--- src/rtl/prng_pkg.sv ---
// Shared types and defaults for the prng_accum random-word generator.
// Holds the FSM state encoding, default feedback mask/seed and the reject counter width.
package prng_pkg;

  localparam logic [31:0] DEF_POLY = 32'h80200003;
  localparam logic [31:0] DEF_SEED = 32'h00000001;
  localparam int          REJ_W    = 16;

  typedef enum logic [1:0] {
    IDLE = 2'd0,
    FILL = 2'd1,
    HOLD = 2'd2
  } state_t;

  function automatic logic [REJ_W-1:0] sat_inc(input logic [REJ_W-1:0] v);
    return (v == {REJ_W{1'b1}}) ? v : v + REJ_W'(1);
  endfunction

endpackage

--- src/rtl/prng_accum_if.sv ---
// Output word handshake between prng_accum (master) and its consumer (slave).
interface prng_accum_if #(
  parameter int OUT_W = 256
) ();

  // valid/ready: out_data is meaningful while out_valid is high; once raised, out_valid
  // and out_data hold until a rising edge sees out_valid && out_ready (the transfer).
  logic [OUT_W-1:0] out_data;
  logic             out_valid;
  logic             out_ready;

  modport master (
    output out_data,
    output out_valid,
    input  out_ready
  );

  modport slave (
    input  out_data,
    input  out_valid,
    output out_ready
  );

endinterface

--- src/rtl/prng_lfsr_core.sv ---
// Galois LFSR register with step enable and seed load.
// A zero seed is replaced by SEED so the register never enters the all-zero lock-up state.
module prng_lfsr_core #(
  parameter int              W    = 32,
  parameter logic [W-1:0]    POLY = W'(32'h80200003),
  parameter logic [W-1:0]    SEED = W'(32'h00000001)
) (
  input  logic         clk,
  input  logic         rst_n,
  input  logic         step_en,
  input  logic         load_en,
  input  logic [W-1:0] load_val,
  output logic [W-1:0] state
);

  logic [W-1:0] lfsr_q;
  logic [W-1:0] lfsr_d;

  always_comb begin
    lfsr_d = lfsr_q;
    if (load_en) begin
      lfsr_d = (load_val == '0) ? SEED : load_val;
    end else if (step_en) begin
      // Right-shifting Galois form: the bit shifted out folds the tap mask back in.
      lfsr_d = (lfsr_q >> 1) ^ (lfsr_q[0] ? POLY : '0);
    end
  end

  always_ff @(posedge clk) begin
    if (!rst_n) begin
      lfsr_q <= SEED;
    end else begin
      lfsr_q <= lfsr_d;
    end
  end

  assign state = lfsr_q;

endmodule

--- src/rtl/prng_accum.sv ---
// Concatenates successive LFSR states into OUT_W-bit random words behind a valid/ready port.
// Optional range rejection is compiled in with the PRNG_ACCUM_REJECT_EN macro.
module prng_accum
  import prng_pkg::*;
#(
  parameter int                 LFSR_W       = 32,
  parameter int                 OUT_W        = 256,
  parameter logic [LFSR_W-1:0]  POLY         = LFSR_W'(DEF_POLY),
  parameter logic [LFSR_W-1:0]  SEED_DEFAULT = LFSR_W'(DEF_SEED)
) (
  input  logic              clk,
  input  logic              rst_n,
  input  logic              seed_load,
  input  logic [LFSR_W-1:0] seed_in,
  input  logic              req,
  input  logic [OUT_W-1:0]  bound,
  prng_accum_if.master      out_if,
  output logic              busy,
  output logic [REJ_W-1:0]  rej_cnt,
  output state_t            dbg_state
);

  localparam int NWORDS = OUT_W / LFSR_W;
  localparam int CNT_W  = (NWORDS > 1) ? $clog2(NWORDS) : 1;
  localparam logic [CNT_W-1:0] CNT_LAST = CNT_W'(NWORDS - 1);

  state_t             state_q, state_d;
  logic [OUT_W-1:0]   acc_q, acc_d;
  logic [CNT_W-1:0]   cnt_q, cnt_d;
  logic [OUT_W-1:0]   data_q, data_d;
  logic               valid_q, valid_d;
  logic [REJ_W-1:0]   rej_q, rej_d;

  logic               step_en;
  logic [LFSR_W-1:0]  lfsr_state;
  logic [OUT_W-1:0]   candidate;
  logic               reject;

  prng_lfsr_core #(
    .W    (LFSR_W),
    .POLY (POLY),
    .SEED (SEED_DEFAULT)
  ) u_lfsr (
    .clk      (clk),
    .rst_n    (rst_n),
    .step_en  (step_en),
    .load_en  (seed_load),
    .load_val (seed_in),
    .state    (lfsr_state)
  );

  // Shift the current LFSR state in at the bottom so the oldest state ends up in the MSBs.
  assign candidate = OUT_W'({acc_q, lfsr_state});

`ifdef PRNG_ACCUM_REJECT_EN
  assign reject = (candidate == '0) || ((bound != '0) && (candidate >= bound));
`else
  logic unused_bound;
  assign unused_bound = ^bound;
  assign reject       = 1'b0;
`endif

  always_comb begin
    state_d = state_q;
    acc_d   = acc_q;
    cnt_d   = cnt_q;
    data_d  = data_q;
    valid_d = valid_q;
    rej_d   = rej_q;
    step_en = 1'b0;

    if (seed_load) begin
      // Reseed drops any pending word, even one being accepted this very cycle.
      state_d = IDLE;
      acc_d   = '0;
      cnt_d   = '0;
      valid_d = 1'b0;
    end else begin
      case (state_q)
        IDLE: begin
          if (req) begin
            state_d = FILL;
            cnt_d   = '0;
          end
        end
        FILL: begin
          step_en = 1'b1;
          acc_d   = candidate;
          cnt_d   = cnt_q + CNT_W'(1);
          if (cnt_q == CNT_LAST) begin
            cnt_d = '0;
            if (reject) begin
              rej_d = sat_inc(rej_q);
            end else begin
              state_d = HOLD;
              data_d  = candidate;
              valid_d = 1'b1;
            end
          end
        end
        HOLD: begin
          if (valid_q && out_if.out_ready) begin
            valid_d = 1'b0;
            cnt_d   = '0;
            state_d = req ? FILL : IDLE;
          end
        end
        default: begin
          state_d = IDLE;
        end
      endcase
    end
  end

  always_ff @(posedge clk) begin
    if (!rst_n) begin
      state_q <= IDLE;
      acc_q   <= '0;
      cnt_q   <= '0;
      data_q  <= '0;
      valid_q <= 1'b0;
      rej_q   <= '0;
    end else begin
      state_q <= state_d;
      acc_q   <= acc_d;
      cnt_q   <= cnt_d;
      data_q  <= data_d;
      valid_q <= valid_d;
      rej_q   <= rej_d;
    end
  end

  assign out_if.out_data  = data_q;
  assign out_if.out_valid = valid_q;
  assign busy             = (state_q == FILL);
  assign rej_cnt          = rej_q;
  assign dbg_state        = state_q;

endmodule

--- src/flat_wrapper.sv ---
// flat-port wrapper written by rule: the top's interface ports become plain ports
module prng_accum_flat import prng_pkg::*;
#(
  parameter int                 LFSR_W       = 32,
  parameter int                 OUT_W        = 256,
  parameter logic [LFSR_W-1:0]  POLY         = LFSR_W'(DEF_POLY),
  parameter logic [LFSR_W-1:0]  SEED_DEFAULT = LFSR_W'(DEF_SEED)
)
  (clk, rst_n, seed_load, seed_in, req, bound, busy, rej_cnt, dbg_state, out_if_out_data, out_if_out_valid, out_if_out_ready);
  prng_accum_if #(.OUT_W(OUT_W)) out_if_i ();
  input  logic clk;
  input  logic rst_n;
  input  logic seed_load;
  input  logic [LFSR_W-1:0] seed_in;
  input  logic req;
  input  logic [OUT_W-1:0] bound;
  output logic busy;
  output logic [REJ_W-1:0] rej_cnt;
  output state_t dbg_state;
  output wire logic [$bits(out_if_i.out_data)-1:0] out_if_out_data;
  output wire logic [$bits(out_if_i.out_valid)-1:0] out_if_out_valid;
  input wire logic [$bits(out_if_i.out_ready)-1:0] out_if_out_ready;
  assign out_if_out_data = out_if_i.out_data;
  assign out_if_out_valid = out_if_i.out_valid;
  assign out_if_i.out_ready = out_if_out_ready;
  prng_accum #(.LFSR_W(LFSR_W), .OUT_W(OUT_W), .POLY(POLY), .SEED_DEFAULT(SEED_DEFAULT)) u_core (.clk(clk), .rst_n(rst_n), .seed_load(seed_load), .seed_in(seed_in), .req(req), .bound(bound), .out_if(out_if_i), .busy(busy), .rej_cnt(rej_cnt), .dbg_state(dbg_state));
endmodule
--- config.mk ---
export PLATFORM = sky130hd
export DESIGN_NAME = prng_accum_flat
export DESIGN_NICKNAME = d
export VERILOG_FILES = /design/src/rtl/prng_pkg.sv /design/src/rtl/prng_accum_if.sv /design/src/rtl/prng_lfsr_core.sv /design/src/rtl/prng_accum.sv /design/src/flat_wrapper.sv
export SDC_FILE = /design/constraint.sdc
export NUM_CORES = 1
export LEC_CHECK = 0
export CORE_AREA = 2 2 223 225
export DETAILED_ROUTE_END_ITERATION = 7
export DIE_AREA = 0 0 225 227
export DONT_BUFFER_PORTS = 1
export SLEW_MARGIN = 20
export SYNTH_ARGS = -nofsm -noshare
export SYNTH_HDL_FRONTEND = slang
export SYNTH_SLANG_ARGS = --single-unit
--- constraint.sdc ---
create_clock -name clk -period 1.8 [get_ports clk]
set_clock_uncertainty 0.2 [all_clocks]
set_input_delay 0.54 -clock clk [delete_from_list [all_inputs] [get_ports clk]]
set_output_delay 0.54 -clock clk [all_outputs]
set_load 0.02 [all_outputs]
==> results.yml, run 1 <==
placement:
  half_perimeter_wire_length_of_the_detailed_placement_result_microns: 35500
  dp_slack_ps: -138
  postPlaceCellArea_sq_um: 20000
  count_of_port_buffers_added_during_placement: 0
  routabilityCongestion: 0.797
sta:
  layout_setup_ws_ps: -238
  drv_slew: 0
  fin_hold_ws_ps: -118
  worst_pin_slew_ps: 544
  rsz0062_at_grt: "yes"
  setup_violations: 583
  period_minus_slack_ps: 2040
  fin_setup_tns_ps: -32880
  layout_worst_path_cycle_share_pct: 113
  slew_headroom_pct: 63.8
  finalHoldViolations: 70
  achievable-frequency_mhz: 491
synthesis:
  synthesis.area_per_instance_sq_um: 9.40
  synth-warning-count: 0
  synth_enable_flop_cells: 0
  dominant_cells_by_area_after_synthesis: "sky130_fd_sc_hd__dfxtp_1 54%, sky130_fd_sc_hd__mux2i_1 13%, sky130_fd_sc_hd__nand2_1 10%"
  syn-cell-area_sq_um: 19300
  syn_inst: 2050
  yosys_register_bits: 518
  synth_sequential_area_ratio_pct: 53.8
  synth_cell_types: 31
  synth.top_cell.area_share_pct: 53.8
  yosys_most_used_dff: "sky130_fd_sc_hd__dfxtp_1"
  async_reset_ff_share_pct: 0
  netlist.top_cell.by_area: "sky130_fd_sc_hd__dfxtp_1"
status:
  status: "complete, but fails checks"
  failing_checks: "hold timing, setup timing"
global_route:
  grt_start_max_net_pins: 290
  first_global_vias: 14100
  globalRouteOverflowTotal: 0
  aggregate_global_route_resource_usage_pct: 22.4
  grt_first_pass_wirelength_microns: 87300
  antenna_found_initial: 0
worst_setup_path:
  setup.worst_path.class: "flop to output pin"
  critical_path.slowest_cell: "sky130_fd_sc_hd__dfxtp_2"
  crit_top_cell: "sky130_fd_sc_hd__buf_6"
  timing.critical_path.max_delay_family: "buffers and inverters"
  path_max_fanout: 4
  crit_path_start_kind: "flop"
  worst-path-buf-inv: 3
  crit_path_cell_trace: "buf_4, buf_6, buf_6"
  critical-path-max-stage-delay_ps: 330
  required_time_of_the_critical_path_ps: 1060
  cp.arrival_ps: 1300
  end_kind: "output pin"
floorplanning:
  coreArea_sq_um: 48500
  floorplan.io_pins: 569
  number_of_rows_created_at_floorplan: 81
  die_width_microns: 225
  floorplan.die_area_sq_um: 51100
  floorplan.initialDensity_pct: 39.7
  dieHeight_microns: 227
power:
  power_density_nw_per_um2: 910
  vdd_ir_drop_max_v: 0.000717
  static-leakage-power_uw: 0.00922
route:
  detailedRoute.firstPassIterationCount: 5
  post_detailed_route_drc_marker_count: 0
  detail_route.wl_per_cell_microns: 21.7
  wl_met3_microns: 6600
  route.met2.wl_microns: 27300
  routed_wl_microns: 61400
  initial_drc_count: 770
  maxUsedRoutingLayer: "met4"
  routed_via_density: 5.18
  count_of_antenna_violating_nets_left_after_detailed_routing: 0
  vias: 14600
  met1Wirelength_microns: 26400
clock_network:
  clock_insertion_delay_worst_skew_ps: 600
  clk_transition_reported_paths_ps: 70
  clock_path_buffers: 3
  cts.root.buffer_cell: "sky130_fd_sc_hd__clkbuf_16"
  htree_levels: 2
  cts_tree: "yes"
  cts-hold-fix-buffers: 31
  cts_buffers: 53
  cts.sinks: 518
final_layout:
  flow.area_growth_from_synthesis_pct: 33.4
  layout.cells.most_common: "sky130_fd_sc_hd__dfxtp_1"
  post-route-cell-area_sq_um: 25700
  design.final.nets: 2467
  layout.cells.most_common_list: "492 x sky130_fd_sc_hd__dfxtp_1, 372 x sky130_fd_sc_hd__nand2_1, 254 x sky130_fd_sc_hd__mux2i_1"
  fill_cells: 4199
  drive_gt1_share_pct: 23.8
  insertedDiodeCount: 0
run:
  max_cap_viol_count: 0
hold_path:
  hold_class: "input pin to flop"
==> cells in the mapped netlist (3+ instances only) <==
cell type	number
sky130_fd_sc_hd__buf_6	10
sky130_fd_sc_hd__buf_4	53
sky130_fd_sc_hd__a21oi_1	36
sky130_fd_sc_hd__mux2i_1	254
sky130_fd_sc_hd__a21boi_1	240
sky130_fd_sc_hd__xnor2_1	3
sky130_fd_sc_hd__nor2_1	228
sky130_fd_sc_hd__clkbuf_1	43
sky130_fd_sc_hd__nand2_1	517
sky130_fd_sc_hd__nor2b_1	5
sky130_fd_sc_hd__ha_1	7
sky130_fd_sc_hd__a21boi_0	17
sky130_fd_sc_hd__inv_1	4
sky130_fd_sc_hd__o21ai_0	29
sky130_fd_sc_hd__buf_2	57
sky130_fd_sc_hd__dfxtp_1	518
sky130_fd_sc_hd__nor4_1	8
==> path summary, 6_finish.rpt <==
check                           slack, ps  cells after the start                     endpoint                start
worst min-delay path                 -120                      1    u_core.out_if.out_data[2]                rst_n
worst max register to register       -200                     11  u_core.out_if.out_data[144]      u_core.cnt_q[0]
worst min register to register        260                      2  u_core.out_if.out_data[226]    u_core.acc_q[194]
worst max-delay path                 -240                      3                 dbg_state[1]  u_core.dbg_state[1]
==> per-layer routing <==
| metal | vias to the layer above | GRT usage (%) |
|---|---|---|
| met3 | 72 | 10.2 |
| met4 | 0 | 5.51 |
| li1 | 7025 | - |
| met5 | - | 0 |
| met2 | 449 | 34.5 |
| met1 | 7094 | 28.6 |
==> flip-flops by register name (all words and copies together), names as in the netlist <==
name,cells
u_core.out_if.out_data,256
u_core.dbg_state,2
u_core.acc_q,224
u_core.u_lfsr.state,32
u_core.out_if.out_valid,1
u_core.cnt_q,3
==> final cells by class <==
cell class	instances	area (sq um)	area share, %
flip-flops and latches	518	10500	40.7
multi-input cells	1377	9090	35.4
repair buffers	212	3620	14.1
clock buffers	78	1530	5.96
well taps	622	778	3.03
clock inverters	16	190	0.740
inverters	5	18.8	0.0730
==> report_power, final <==
part | leakage [uW] | internal, uW | total (uW) | switching, uW
clock network | 0.000842 | 6320 | 11000 | 4630
registers | 0.00420 | 11500 | 11600 | 82.8
logic | 0.00417 | 439 | 838 | 399
total | 0.00922 | 18300 | 23400 | 5110
==> logic make-up after synthesis <==
group | synth area share (%)
flops | 53.8
simple gates | 15.3
fa+ha+maj | 0.455
compound gates | 12.0
buf+inv | 5.11
other cells | 0.0195
xor+xnor | 0.136
mux | 13.2
==> repair_timing <==
action	in CTS	in global routing
gates resized for setup	156	363
cloned	39	22
setup endpoints to repair	614	755
endpoints found under the hold margin	289	182
pin swaps	53	151
setup buffers	44	32
==> per-stage QoR <==
step	total power [uW]	instances	hold slack [ps]	utilization, %
finish	23400	2828	-118	52.9
global route	24100	2828	-136	52.9
CTS	23500	2795	-143	49.6
detailed placement	12600	2589	244	41.2
global placement	12600	2589	242	41.2
floorplan	12500	2065	230	-
(Power assumes the default switching activity.)
==> run 2: changes to the inputs <==
- PLACE_DENSITY: unset -> 0.66
==> run 2 against run 1 <==
Against the previous run:
- the flow still finishes with violations (hold timing, setup timing)
- combinational power increased by 2%
- cell count decreased by 0.28%
- worst hold slack better by 14 ps
- count of clock-buffer cells in the layout down 5
- register-to-register slack worse by 30 ps
- largest cell class unchanged
==> results.yml, run 2 (synthesized netlist as in run 1, its figures left out) <==
status:
  status: "complete, but fails checks"
  failing_checks: "hold timing, setup timing"
worst_setup_path:
  crit_path_start: "u_core.dbg_state[1]"
  setup.reg_to_reg.worst_slack_ps: -230
  ff2ff_path_depth: 11
  setup.worst_path.class: "flop to flop"
  regToRegStartpoint: "u_core.dbg_state[1]"
  worstReg2RegEnd: "u_core.out_if.out_data[146]"
  cp.arrival_ps: 2340
  path_max_fanout: 8
  critPathCapture: "u_core.out_if.out_data[146]"
  crit_path_start_kind: "flop"
  required_time_of_the_critical_path_ps: 2120
  end_kind: "flop"
global_route:
  antenna_found_initial: 0
  aggregate_global_route_resource_usage_pct: 21.3
  grt_first_pass_wirelength_microns: 83800
  grt_start_max_net_pins: 290
  globalRouteOverflowTotal: 0
  first_global_vias: 14100
sta:
  finalHoldViolations: 71
  rsz0062_at_grt: "yes"
  setup_violations: 455
  layout_setup_ws_ps: -228
  fin_hold_ws_ps: -103
  worst_pin_slew_ps: 597
  drv_slew: 0
  achievable-frequency_mhz: 493
  period_minus_slack_ps: 2030
  layout_worst_path_cycle_share_pct: 113
  fin_setup_tns_ps: -34710
  slew_headroom_pct: 60.2
power:
  power_uw: 23700
  static-leakage-power_uw: 0.00865
  vdd_ir_drop_max_v: 0.000652
  power_density_nw_per_um2: 960
route:
  routed_wl_microns: 58500
  detail_route.wl_per_cell_microns: 20.7
  detailedRoute.firstPassIterationCount: 5
  initial_drc_count: 759
  vias: 14700
  routed_via_density: 5.21
  post_detailed_route_drc_marker_count: 0
  count_of_antenna_violating_nets_left_after_detailed_routing: 0
clock_network:
  clock_path_buffers: 3
  cts-hold-fix-buffers: 31
  cts_buffers: 53
  cts_tree: "yes"
  htree_levels: 2
  cts.root.buffer_cell: "sky130_fd_sc_hd__clkbuf_16"
  clk_transition_reported_paths_ps: 60
  clock_insertion_delay_worst_skew_ps: 600
  cts.sinks: 518
floorplanning:
  coreArea_sq_um: 48500
  number_of_rows_created_at_floorplan: 81
  die_width_microns: 225
  floorplan.io_pins: 569
  dieHeight_microns: 227
  floorplan.die_area_sq_um: 51100
  floorplan.initialDensity_pct: 39.7
final_layout:
  layout.cells.most_common_list: "499 x sky130_fd_sc_hd__dfxtp_1, 480 x sky130_fd_sc_hd__nand2_1, 252 x sky130_fd_sc_hd__mux2i_1"
  largest_register_ffs: 256
  design.final.nets: 2457
  layout.cells.most_common: "sky130_fd_sc_hd__dfxtp_1"
  drive_gt1_share_pct: 16.0
  fill_cells: 4192
  utilization_pct: 50.8
  insertedDiodeCount: 0
  flow.area_growth_from_synthesis_pct: 28.0
placement:
  half_perimeter_wire_length_of_the_detailed_placement_result_microns: 35300
  count_of_port_buffers_added_during_placement: 0
  routabilityCongestion: 0.837
run:
  max_cap_viol_count: 0
hold_path:
  hold_class: "input pin to flop"
  holdPathStages: 1
run 2: worst min path at each step:
stage,start,end,slack [ps]
2_1_floorplan,u_core.acc_q[192],u_core.out_if.out_data[224],230
3_3_place_gp,u_core.acc_q[200],u_core.out_if.out_data[232],240
3_5_place_dp,u_core.acc_q[209],u_core.out_if.out_data[241],250
4_1_cts,rst_n,u_core.u_lfsr.state[21],-140
5_1_grt,rst_n,u_core.out_if.out_data[18],-140
6_report,rst_n,u_core.u_lfsr.state[21],-100
run 2: final cells by class:
class / count / area, sq um / share of cell area, %
tap: 622 / 778 / 3.16
inverter: 5 / 18.8 / 0.0761
timing repair buffer: 202 / 3290 / 13.3
clock buffer: 73 / 1510 / 6.13
sequential: 518 / 10400 / 42.3
multi-input combinational: 1377 / 8330 / 33.8
clock inverter: 23 / 287 / 1.16
run 2: stage by stage:
step	cell area, sq um	setup WS [ps]	hold slack, ps	std cells
2_1_floorplan	19300	6.84	230	2065
5_1_grt	24600	-277	-136	2820
6_report	24600	-228	-103	2820
3_5_place_dp	20200	-198	245	2603
3_3_place_gp	20200	-118	238	2603
4_1_cts	23900	-255	-140	2795
run 2: report_power, final:
group	switching [uW]	internal [uW]
Combinational	410	444
Clock	4730	6500
Sequential	81.3	11500
run 2: per-layer routing:
metal / up-vias / part of all wire, % / GRT usage (%)
met2: 522 / 43 / 32.1
met3: 98 / 11 / 10.2
li1: 6997 / - / -
met4: 0 / 2.4 / 5.62
met1: 7075 / 43 / 27.3
met5: - / 0 / 0
run 2: critical path, stage by stage, from the launching register on:
cell	delay, ps
sky130_fd_sc_hd__dfxtp_2	330
sky130_fd_sc_hd__inv_2	70
sky130_fd_sc_hd__ha_4	140
sky130_fd_sc_hd__buf_6	180
sky130_fd_sc_hd__nand2_4	70
sky130_fd_sc_hd__nor2_4	100
sky130_fd_sc_hd__buf_12	170
sky130_fd_sc_hd__buf_12	150
sky130_fd_sc_hd__buf_8	120
sky130_fd_sc_hd__buf_16	130
sky130_fd_sc_hd__nand2_1	70
sky130_fd_sc_hd__a21boi_1	200
run 2: repair_timing:
action	CTS	global route
endpoints found under the hold margin	289	117
endpoints found under the setup margin	630	752
resized for setup	117	114
cloned	30	16
setup buffers	36	19
pin swaps	17	52
==> run 3: changes to the inputs <==
- CORE_AREA: 2 2 223 225 -> 2 2 224 226
- DIE_AREA: 0 0 225 227 -> 0 0 226 228
- PLACE_DENSITY: 0.66 -> 0.64
- clock period: 1.8 -> 2.2 ns (I/O delays scaled with it)
==> run 3 against run 2 <==
Against the previous run:
- the run now ends clean
- cell count shrank 3.2%
- highest routed layer unchanged
- largest power group unchanged
- global-route usage is 2.8 points lower
- die area is 0.89% higher
- first-iteration DRC count shrank 23%
- non-clock buffer count down 140
- sequential share of layout area grew 5.2 points
==> results.yml, run 3 (synthesized netlist as in run 1, its figures left out) <==
placement:
  half_perimeter_wire_length_of_the_detailed_placement_result_microns: 34700
  postPlaceCellArea_sq_um: 20000
  post-place-cells: 2632
  count_of_port_buffers_added_during_placement: 0
  routabilityCongestion: 0.801
route:
  count_of_antenna_violating_nets_left_after_detailed_routing: 0
  post_detailed_route_drc_marker_count: 0
  routed_via_density: 4.92
  vias: 13400
  routed_wl_microns: 48900
  initial_drc_count: 581
  detail_route.wl_per_cell_microns: 17.9
  detailedRoute.firstPassIterationCount: 5
worst_setup_path:
  ff2ff_path_depth: 8
  path_max_fanout: 6
  critical_path.slowest_cell: "sky130_fd_sc_hd__dfxtp_1"
  timing.critical_path.max_delay_family: "flip-flops"
  setup.worst_path.class: "flop to output pin"
  crit_path_start_kind: "flop"
  worst-path-buf-inv: 0
  critical-path-max-stage-delay_ps: 390
  cp.arrival_ps: 1240
  required_time_of_the_critical_path_ps: 1340
  crit_path_cell_trace: "ha_4"
  end_kind: "output pin"
  critical_path_cell_count: 1
power:
  power_frac_seq_pct: 49.4
  vdd_ir_drop_max_v: 0.000649
  netSwitchingFraction_pct: 21.4
  power_density_nw_per_um2: 881
  clkPwrFrac_pct: 47.6
  p_sw_uw: 4120
  power_share_of_the_combinational_group_pct: 3.0
  power_uw: 19200
  internal_cell_power_uw: 15100
  static-leakage-power_uw: 0.00723
final_layout:
  largest_register_ffs: 256
  flow.area_growth_from_synthesis_pct: 13.3
  utilization_pct: 44.2
  post_layout_nonfiller_instances: 2731
  design.final.nets: 2317
  drive_gt1_share_pct: 7.43
  layout.cells.most_common: "sky130_fd_sc_hd__dfxtp_1"
  layout.cells.most_common_list: "518 x sky130_fd_sc_hd__dfxtp_1, 516 x sky130_fd_sc_hd__nand2_1, 254 x sky130_fd_sc_hd__mux2i_1"
  post-route-cell-area_sq_um: 21800
floorplanning:
  number_of_rows_created_at_floorplan: 82
  floorplan.io_pins: 569
  die_width_microns: 226
  floorplan.initialDensity_pct: 39.0
  dieHeight_microns: 228
  coreArea_sq_um: 49300
  floorplan.die_area_sq_um: 51500
run:
  max_cap_viol_count: 0
sta:
  fin_setup_tns_ps: 0
  period_minus_slack_ps: 2100
  finalHoldViolations: 0
  layout_worst_path_cycle_share_pct: 95.5
  achievable-frequency_mhz: 476
  rsz0062_at_grt: "no"
  setup_violations: 0
  drv_slew: 0
global_route:
  globalRouteOverflowTotal: 0
  first_global_vias: 13000
  grt_first_pass_wirelength_microns: 75400
  antenna_found_initial: 0
  grt_start_max_net_pins: 288
  aggregate_global_route_resource_usage_pct: 18.6
clock_network:
  clock_path_buffers: 3
  clock_insertion_delay_worst_skew_ps: 590
  cts.sinks: 518
  cts_tree: "yes"
  cts.root.buffer_cell: "sky130_fd_sc_hd__clkbuf_16"
  cts_buffers: 53
  htree_levels: 2
  clk_transition_reported_paths_ps: 60
hold_path:
  hold_class: "input pin to flop"
  holdPathStages: 1
status:
  status: "completed"
[run 3: changes by cell type in the layout (fill, tap and decap cells not counted), sizes merged]
cell         change
buf             -93
dlygate4sd3     -30
clkbuf          -14
clkinv           -3
bufbuf           -2
bufinv           +1
clkinvlp         +1
diode            +1
[run 3: layout make-up]
cell class / count / area, sq um
clock inverter: 22 / 269
multi-input combinational: 1377 / 8000
antenna: 1 / 2.50
inverter: 5 / 18.8
clock buffer: 74 / 1520
tap: 672 / 841
fill: 4692 / 27500
timing repair buffer: 62 / 803
sequential: 518 / 10400
[run 3: repair_timing]
action / 4_1_cts / 5_1_grt
endpoints found under the hold margin: 3 / 0
resized for setup: 0 / 1
setup buffers: 0 / 1
setup endpoints to repair: 0 / 1
hold buffers: 1 / 0
[run 3: power groups by stage]
stage / Sequential [uW] / Combinational, uW / Clock, uW
after floorplan: 9680 / 541 / 0
after global placement: 9700 / 567 / 0
after detailed placement: 9700 / 574 / 0
after CTS: 9490 / 579 / 9350
after global routing: 9490 / 617 / 9740
final: 9490 / 577 / 9150
[run 3: layer usage]
metal  part of all wire, %  vias to the layer above  routed length (microns)  track usage, %
met3                    13                       59                     6140            9.48
met4                   1.9                        0                      936            4.95
met2                    40                      395                    19500            26.5
met1                    46                     6314                    22300            24.5
met5                     0                        -                        0               0
li1                      -                     6677                        -               -
[run 3: worst paths after layout]
path                                          start                           to  slack (ps)
worst max-delay path            u_core.dbg_state[0]                         busy         100
worst min-delay path                          rst_n   u_core.out_if.out_data[14]          40
worst max register to register      u_core.cnt_q[0]  u_core.out_if.out_data[138]         150
worst min register to register    u_core.acc_q[201]  u_core.out_if.out_data[233]         250
[run 3: per-stage QoR]
stage / hold slack, ps / worst slack (ps)
2_1_floorplan: 230 / 144
3_3_place_gp: 236 / 200
3_5_place_dp: 246 / 151
4_1_cts: 0.187 / 12.2
5_1_grt: 13.5 / 26.7
6_report: 37.3 / 98.0
[run 3: worst register-to-register path: cells and delay by family (launching register included)]
family,cells,cell delay (ps)
and+or+nand+nor,3,360
DFF,1,350
adders and majority gates,2,400
buffers and inverters,2,520
AOI/OAI and AO/OA,1,160
